$ cat config.mk
export PLATFORM = sky130hd
export DESIGN_NAME = i3_router_rr_arbiter
export DESIGN_NICKNAME = d
export VERILOG_FILES = /design/src/rtl/i3_router_rr_arbiter.sv
export SDC_FILE = /design/constraint.sdc
export NUM_CORES = 1
export LEC_CHECK = 0
export BUFFER_PORTS_ARGS = -buffer_cell sky130_fd_sc_hd__buf_4
export CORE_UTILIZATION = 50
export CTS_BUF_LIST = sky130_fd_sc_hd__clkbuf_4
export DETAILED_ROUTE_END_ITERATION = 16
export GPL_ROUTABILITY_DRIVEN = 0
export PLACE_DENSITY = 0.76
export SYNTH_ARGS = -nofsm -noshare
export SYNTH_HDL_FRONTEND = slang
export SYNTH_SLANG_ARGS = --single-unit
$ cat constraint.sdc
create_clock -name clk -period 2.6 [get_ports clk]
set_clock_uncertainty 0.1 [all_clocks]
set_input_delay 0.52 -clock clk [delete_from_list [all_inputs] [get_ports clk]]
set_output_delay 0.52 -clock clk [all_outputs]
set_load 0.005 [all_outputs]
$ cat src/rtl/i3_router_rr_arbiter.sv
// ---------------------------------------------------------------------------
// i3_router_rr_arbiter
// Packet-granular round-robin arbiter for one router output FIFO shared by
// three input ports. A head flit wins the write path and holds it until its
// tail flit is written (wormhole lock). Also flags protocol violations and
// releases stalled packets through an idle watchdog.
//
// Ports:
//   clk, rst_n                 clock (rising edge), async active-low reset
//   input_req1/2/3             port N presents a valid flit this cycle
//   head1/2/3   [2:0]          flit-type field of port N's presented flit
//   FIFO_full                  output FIFO cannot accept a write this cycle
//   FIFO_wr                    write selected port's flit (combinational)
//   select      [1:0]          flit mux select: 0 port1, 1 port2, 2 port3
//   input_bussy1/2/3           0 = port N's flit consumed, 1 = hold (comb.)
//   owner_vld                  registered, high while a packet lock is held
//   pkt_done                   registered pulse, cycle after a tail write
//   proto_err                  registered pulse on a protocol violation
//   timeout_err                registered pulse on a watchdog release
// ---------------------------------------------------------------------------
module i3_router_rr_arbiter #(
    parameter logic [2:0] HEAD    = 3'b001,
    parameter logic [2:0] TAIL    = 3'b110,
    parameter logic [7:0] TIMEOUT = 8'd16
) (
    input  logic       clk,
    input  logic       rst_n,
    input  logic       input_req1,
    input  logic       input_req2,
    input  logic       input_req3,
    input  logic [2:0] head1,
    input  logic [2:0] head2,
    input  logic [2:0] head3,
    input  logic       FIFO_full,
    output logic       FIFO_wr,
    output logic [1:0] select,
    output logic       input_bussy1,
    output logic       input_bussy2,
    output logic       input_bussy3,
    output logic       owner_vld,
    output logic       pkt_done,
    output logic       proto_err,
    output logic       timeout_err
);

    localparam int unsigned CNT_W = 8;

    typedef enum logic {
        ST_IDLE = 1'b0,
        ST_LOCK = 1'b1
    } state_t;

    // Registered state
    state_t             r_state;
    logic [1:0]         r_owner;
    logic [1:0]         r_last;
    logic [CNT_W-1:0]   r_cnt;
    logic               r_owner_vld;
    logic               r_pkt_done;
    logic               r_proto_err;
    logic               r_timeout_err;

    // Next-state and combinational decode
    state_t             w_state_nxt;
    logic [1:0]         w_owner_nxt;
    logic [1:0]         w_last_nxt;
    logic [CNT_W-1:0]   w_cnt_nxt;
    logic               w_done_nxt;
    logic               w_perr_nxt;
    logic               w_tmo_nxt;
    logic               w_wr;
    logic [1:0]         w_sel;
    logic [2:0]         w_bussy;

    // Port 3 slot is a permanently idle pad so a 2-bit index never runs off the end
    logic [3:0]         w_req;
    logic [2:0]         w_typ [4];
    logic [3:0]         w_elig;
    logic [3:0]         w_stray;
    logic [1:0]         w_p0;
    logic [1:0]         w_p1;
    logic [1:0]         w_p2;
    logic               w_found;
    logic [1:0]         w_win;

    assign w_req    = {1'b0, input_req3, input_req2, input_req1};
    assign w_typ[0] = head1;
    assign w_typ[1] = head2;
    assign w_typ[2] = head3;
    assign w_typ[3] = 3'b000;

    // Round-robin successor over ports 0..2
    function automatic logic [1:0] next_port(input logic [1:0] p);
        return (p == 2'd2) ? 2'd0 : 2'(p + 2'd1);
    endfunction

    // Per-port eligibility for a new grant, and stray (non-head) flits seen in IDLE
    always_comb begin
        w_elig  = '0;
        w_stray = '0;
        for (int i = 0; i < 4; i++) begin
            w_elig[i]  = w_req[i] && (w_typ[i] == HEAD) && !FIFO_full;
            w_stray[i] = w_req[i] && (w_typ[i] != HEAD);
        end
    end

    // Winner search starting one past the most recent winner
    always_comb begin
        w_p0    = next_port(r_last);
        w_p1    = next_port(w_p0);
        w_p2    = next_port(w_p1);
        w_found = 1'b1;
        w_win   = w_p0;
        if (w_elig[w_p0]) begin
            w_win = w_p0;
        end else if (w_elig[w_p1]) begin
            w_win = w_p1;
        end else if (w_elig[w_p2]) begin
            w_win = w_p2;
        end else begin
            w_found = 1'b0;
        end
    end

    // Next-state and write-path decode
    always_comb begin
        w_state_nxt = r_state;
        w_owner_nxt = r_owner;
        w_last_nxt  = r_last;
        w_cnt_nxt   = r_cnt;
        w_done_nxt  = 1'b0;
        w_perr_nxt  = 1'b0;
        w_tmo_nxt   = 1'b0;
        w_wr        = 1'b0;
        w_sel       = 2'b00;
        w_bussy     = 3'b111;

        case (r_state)
            ST_IDLE: begin
                // Stray flits are drained (not written) on every port concurrently
                for (int i = 0; i < 3; i++) begin
                    if (w_stray[i]) begin
                        w_bussy[i] = 1'b0;
                    end
                end
                w_perr_nxt = |w_stray;
                if (w_found) begin
                    w_wr           = 1'b1;
                    w_sel          = w_win;
                    w_bussy[w_win] = 1'b0;
                    w_state_nxt    = ST_LOCK;
                    w_owner_nxt    = w_win;
                    w_last_nxt     = w_win;
                    w_cnt_nxt      = '0;
                end
            end

            ST_LOCK: begin
                w_sel = r_owner;
                if (w_req[r_owner]) begin
                    if (w_typ[r_owner] == HEAD) begin
                        // Duplicate head inside a packet: drop it, keep the lock
                        w_bussy[r_owner] = 1'b0;
                        w_perr_nxt       = 1'b1;
                    end else if (!FIFO_full) begin
                        w_wr             = 1'b1;
                        w_bussy[r_owner] = 1'b0;
                        w_cnt_nxt        = '0;
                        if (w_typ[r_owner] == TAIL) begin
                            w_state_nxt = ST_IDLE;
                            w_done_nxt  = 1'b1;
                        end
                    end
                end else if (!FIFO_full) begin
                    // Owner idle while the FIFO could accept: watchdog runs
                    if (r_cnt == TIMEOUT - 8'd1) begin
                        w_state_nxt = ST_IDLE;
                        w_tmo_nxt   = 1'b1;
                        w_cnt_nxt   = '0;
                    end else begin
                        w_cnt_nxt = r_cnt + 8'd1;
                    end
                end
            end

            default: begin
                w_state_nxt = ST_IDLE;
            end
        endcase
    end

    // State and registered status outputs
    always_ff @(posedge clk or negedge rst_n) begin
        if (!rst_n) begin
            r_state       <= ST_IDLE;
            r_owner       <= 2'b00;
            r_last        <= 2'b10;
            r_cnt         <= '0;
            r_owner_vld   <= 1'b0;
            r_pkt_done    <= 1'b0;
            r_proto_err   <= 1'b0;
            r_timeout_err <= 1'b0;
        end else begin
            r_state       <= w_state_nxt;
            r_owner       <= w_owner_nxt;
            r_last        <= w_last_nxt;
            r_cnt         <= w_cnt_nxt;
            r_owner_vld   <= (w_state_nxt == ST_LOCK);
            r_pkt_done    <= w_done_nxt;
            r_proto_err   <= w_perr_nxt;
            r_timeout_err <= w_tmo_nxt;
        end
    end

    // Combinational outputs are forced safe while reset is asserted
    assign FIFO_wr      = rst_n & w_wr;
    assign select       = rst_n ? w_sel : 2'b00;
    assign input_bussy1 = ~rst_n | w_bussy[0];
    assign input_bussy2 = ~rst_n | w_bussy[1];
    assign input_bussy3 = ~rst_n | w_bussy[2];

    assign owner_vld   = r_owner_vld;
    assign pkt_done    = r_pkt_done;
    assign proto_err   = r_proto_err;
    assign timeout_err = r_timeout_err;

endmodule

==> summary.md <==
| Metric | Value |
|---|---|
| Total die area | roughly 2400 sq um |
| Via count normalized by instance count | 6.48 |
| Largest stage delay on the critical path | 520 ps |
| Diode count | 0 |
| Max Cap Violations | 0 |
| Portion of the post-synthesis area used by sequential elements | about a third |
| Area taken by multi-input logic gates | 763 sq um |
| Chain of cells forming the critical path | buf_8, or3b_4, or4b_4, a31oi_4, o21ai_1, a32oi_1, buf_4 |
| Main flop type after synthesis | sky130_fd_sc_hd__dfrtp_1 |
| Vias post-DR | 1308 |
| Remaining global-route overflow | 0 |
| Fraction of final layout cells with drive strength greater than 1 | between 30% and 40% |
| Worst Tran Pin Value | 643 ps |
| Final net count | 192 |
| Syn-to-layout area delta | 43.7% |
| Post-Route Setup TNS | -772 ps |
| Setup violators final | 6 |
| Clock latency at the later pin of the worst-skew pair | just under 300 ps |
| Number of synthesized flops with an enable pin | 0 |
| Number of antenna violations at the first check in global routing | 0 |
| #FFs+latches synth | 15 |
| Starting DRC count in detailed routing | 64 |
| Slowest stage cell, crit path | sky130_fd_sc_hd__or4b_4 |
| Floorplan row count | 16 |
| Crit path DAT | roughly 2200 ps |
| Run status | finished with violations |
| Cell area power density | roughly 610 nW/um^2 |
| HPWL after DPL | 2450 microns |
| Slew margin rel. | 56.8% |
| Path type of the worst min-delay path | reg2reg |
| Crit path setup slack, layout | -188 ps |
| Cell type contributing the most total cell area after synthesis | sky130_fd_sc_hd__dfrtp_1 |
| CTS tree | yes |
| Yosys warning total | 0 |
| Violations in the final reports | setup timing |
| Routed wire length per instance | roughly 19 microns |
| Setup repair after global routing missed its margin | yes |
| Clk pin slew, worst setup/hold paths | roughly 100 ps |
| Final worst path period share | 107% |
| Worst-path fanout max | 2 |
| Mean instance size in the synthesized netlist | 8.52 sq um |
| Final min period | approximately 2800 ps |
| Top library cells by usage in the layout, fill and taps aside | 41 x sky130_fd_sc_hd__buf_4, 14 x sky130_fd_sc_hd__dfrtp_1, 13 x sky130_fd_sc_hd__nand2_1 |
| Maximum ir drop on the vdd rail | ~0.55 mV |
| FFs w/ async S/R, synth | between 90% and 100% |
| Net count after synthesis | 145 |
| Synthesized instance count | about 130 |
| H-tree depth | 1 |
| Beginning of the critical path | head3[2] |
| Detailed-route wire length | approximately 3800 microns |
| Global-route wire length before repair | 5910 microns |
| Final hold violations | 0 |
| Number of clock buffers inserted by TritonCTS | 3 |
| Startpoint class of the critical path | primary input |
| Vias in the first global route | around 1300 |
| CP required | about 2000 ps |
| Peak clock frequency supported by timing | 0.359 GHz |
| CTS Root Buffer Type | sky130_fd_sc_hd__clkbuf_4 |
| Clock tree sinks | 15 |
| Distinct cells, synth | 48 |
| Global routing usage summed across all routing layers | about a third |
| Remaining number of nets flagged by the antenna check after routing | 0 |
| Filler cell count | about 130 |
| Bufs on Longest Clock Path | 2 |
| Cell types with the largest area share after synthesis | sky130_fd_sc_hd__dfrtp_1 32%, sky130_fd_sc_hd__nand3_1 5.5%, sky130_fd_sc_hd__nand2_1 4.4%, sky130_fd_sc_hd__a21boi_0 3.4%, sky130_fd_sc_hd__a31oi_1 2.8% |
| Setup WS pre-CTS | -274 ps |
| Pin count of the biggest net entering global routing | 22 |
| Static leakage | 0.000717 uW |
| Count of pins over their slew limit | 0 |
| Launch point of the worst reg-to-reg path | r_owner[0]$_DFFE_PN0P_ |
| Number of top-level pins | 25 |
| Hold path startpoint | r_cnt[1]$_DFFE_PN0P_ |
| Utilization of the core after routing | between 70 and 80% |
| Footprint of the flip-flops and latches | roughly 380 sq um |
| Combined area of all synthesized cells | around 1100 sq um |
| Die Wd | ~49 microns |
| Drt drc | 0 |
| Most common cell after layout, fill and taps aside | sky130_fd_sc_hd__buf_4 |
| Fraction of post-synthesis cell area in the top cell type by area | approximately a third |
| Core area | 2020 sq um |
| Starting density of the core | a little over half |
| Pre-Repair DR Iteration Count | 5 |
| Die boundary height | 48.9 microns |
| I/O Buffers | 24 |
| Kind of critical path | in2out |
| Crit path capture type | output port |
## report_power, final
part           internal, uW  switching [uW]  leakage, uW
registers               282            63.4     0.000195
logic                   225             261     0.000504
clock network          57.2            80.3    0.0000177
total                   565             405     0.000717
## per-layer routing
| layer | vias up | part of all wire (%) | global-route usage [%] |
|---|---|---|---|
| met2 | 75 | 49 | 54.4 |
| met3 | 10 | 6.1 | 6.23 |
| li1 | 593 | - | - |
| met4 | 0 | 2.8 | 15.2 |
| met1 | 630 | 42 | 40.2 |
| met5 | - | 0 | 0 |
## metrics by stage
step / total power (uW) / instances / area, sq um / hold WS [ps]
6_report: 970 / 202 / 1580 / 440
5_1_grt: 1020 / 202 / 1580 / 468
4_1_cts: 931 / 200 / 1530 / 433
3_5_place_dp: 774 / 192 / 1420 / 303
3_3_place_gp: 757 / 192 / 1420 / 307
2_1_floorplan: 577 / 129 / 1100 / 124
## Yosys cell counts, types with 2 or more instances
cell                        instances
sky130_fd_sc_hd__a21boi_0           5
sky130_fd_sc_hd__a21o_1             2
sky130_fd_sc_hd__a21oi_1            2
sky130_fd_sc_hd__a22oi_1            4
sky130_fd_sc_hd__a31oi_1            5
sky130_fd_sc_hd__and2_1             3
sky130_fd_sc_hd__buf_2              2
sky130_fd_sc_hd__clkbuf_1           2
sky130_fd_sc_hd__dfrtp_1           14
sky130_fd_sc_hd__inv_1              3
sky130_fd_sc_hd__mux2_2             2
sky130_fd_sc_hd__mux2i_1            2
sky130_fd_sc_hd__nand2_1           13
sky130_fd_sc_hd__nand2b_1           2
sky130_fd_sc_hd__nand3_1           12
sky130_fd_sc_hd__nand4_1            2
sky130_fd_sc_hd__nand4b_1           2
sky130_fd_sc_hd__nor2_1             6
sky130_fd_sc_hd__nor2b_1            3
sky130_fd_sc_hd__nor3_1             2
sky130_fd_sc_hd__nor3b_1            2
sky130_fd_sc_hd__nor4_1             4
sky130_fd_sc_hd__o21ai_0            6
sky130_fd_sc_hd__o2bb2ai_1          2
sky130_fd_sc_hd__o31ai_1            2
sky130_fd_sc_hd__or2_2              2
sky130_fd_sc_hd__or4b_1             2
## cell type report
| cell class | instances | area share, % |
|---|---|---|
| Multi-Input combinational cell | 107 | 48.3 |
| Clock inverter | 1 | 0.317 |
| Sequential cell | 15 | 23.9 |
| Inverter | 3 | 0.713 |
| Timing Repair Buffer | 46 | 23.2 |
| Clock buffer | 3 | 1.43 |
| Tap cell | 27 | 2.14 |
## kinds of logic (layout without fill, tap and decap cells)
family | count (synthesis) | after routing | synth area share, %
DFF | 15 | 15 | 34.3
adders and majority gates | 1 | 1 | 1.14
and+or+nand+nor | 63 | 63 | 32.6
buffers and inverters | 7 | 53 | 2.62
AOI/OAI and AO/OA | 39 | 39 | 25.5
muxes | 4 | 4 | 3.87
## sequential cells by signal, summed over array words and instances (netlist names)
register,flops
r_last,1
owner_vld,1
r_owner,2
timeout_err,1
r_cnt,8
proto_err,1
pkt_done,1
## repair_timing
item	CTS	global route
pin swaps	5	7
setup buffers	3	3
setup endpoints to repair	6	6
hold endpoints to repair	14	0
resized for setup	15	8
hold buffers	1	0
## path summary, 6_finish.rpt
kind                       slack, ps                      to  cells past startpoint
min reg2reg                      440    r_cnt[1]$_DFFE_PN0P_                      2
max in group asynchronous       1600   r_last[1]$_DFFE_PN1P_                      2
max reg2reg                      270    r_cnt[7]$_DFFE_PN0P_                      7
max                             -190            input_bussy2                      7
min                              440    r_cnt[1]$_DFFE_PN0P_                      2
min in group asynchronous        530  r_owner[0]$_DFFE_PN0P_                      2
## critical path: cells and delay by family
family | cells | cell delay [ps]
compound gates | 3 | 460
simple gates | 2 | 940
buf+inv | 2 | 250
(Power assumes the default switching activity.)
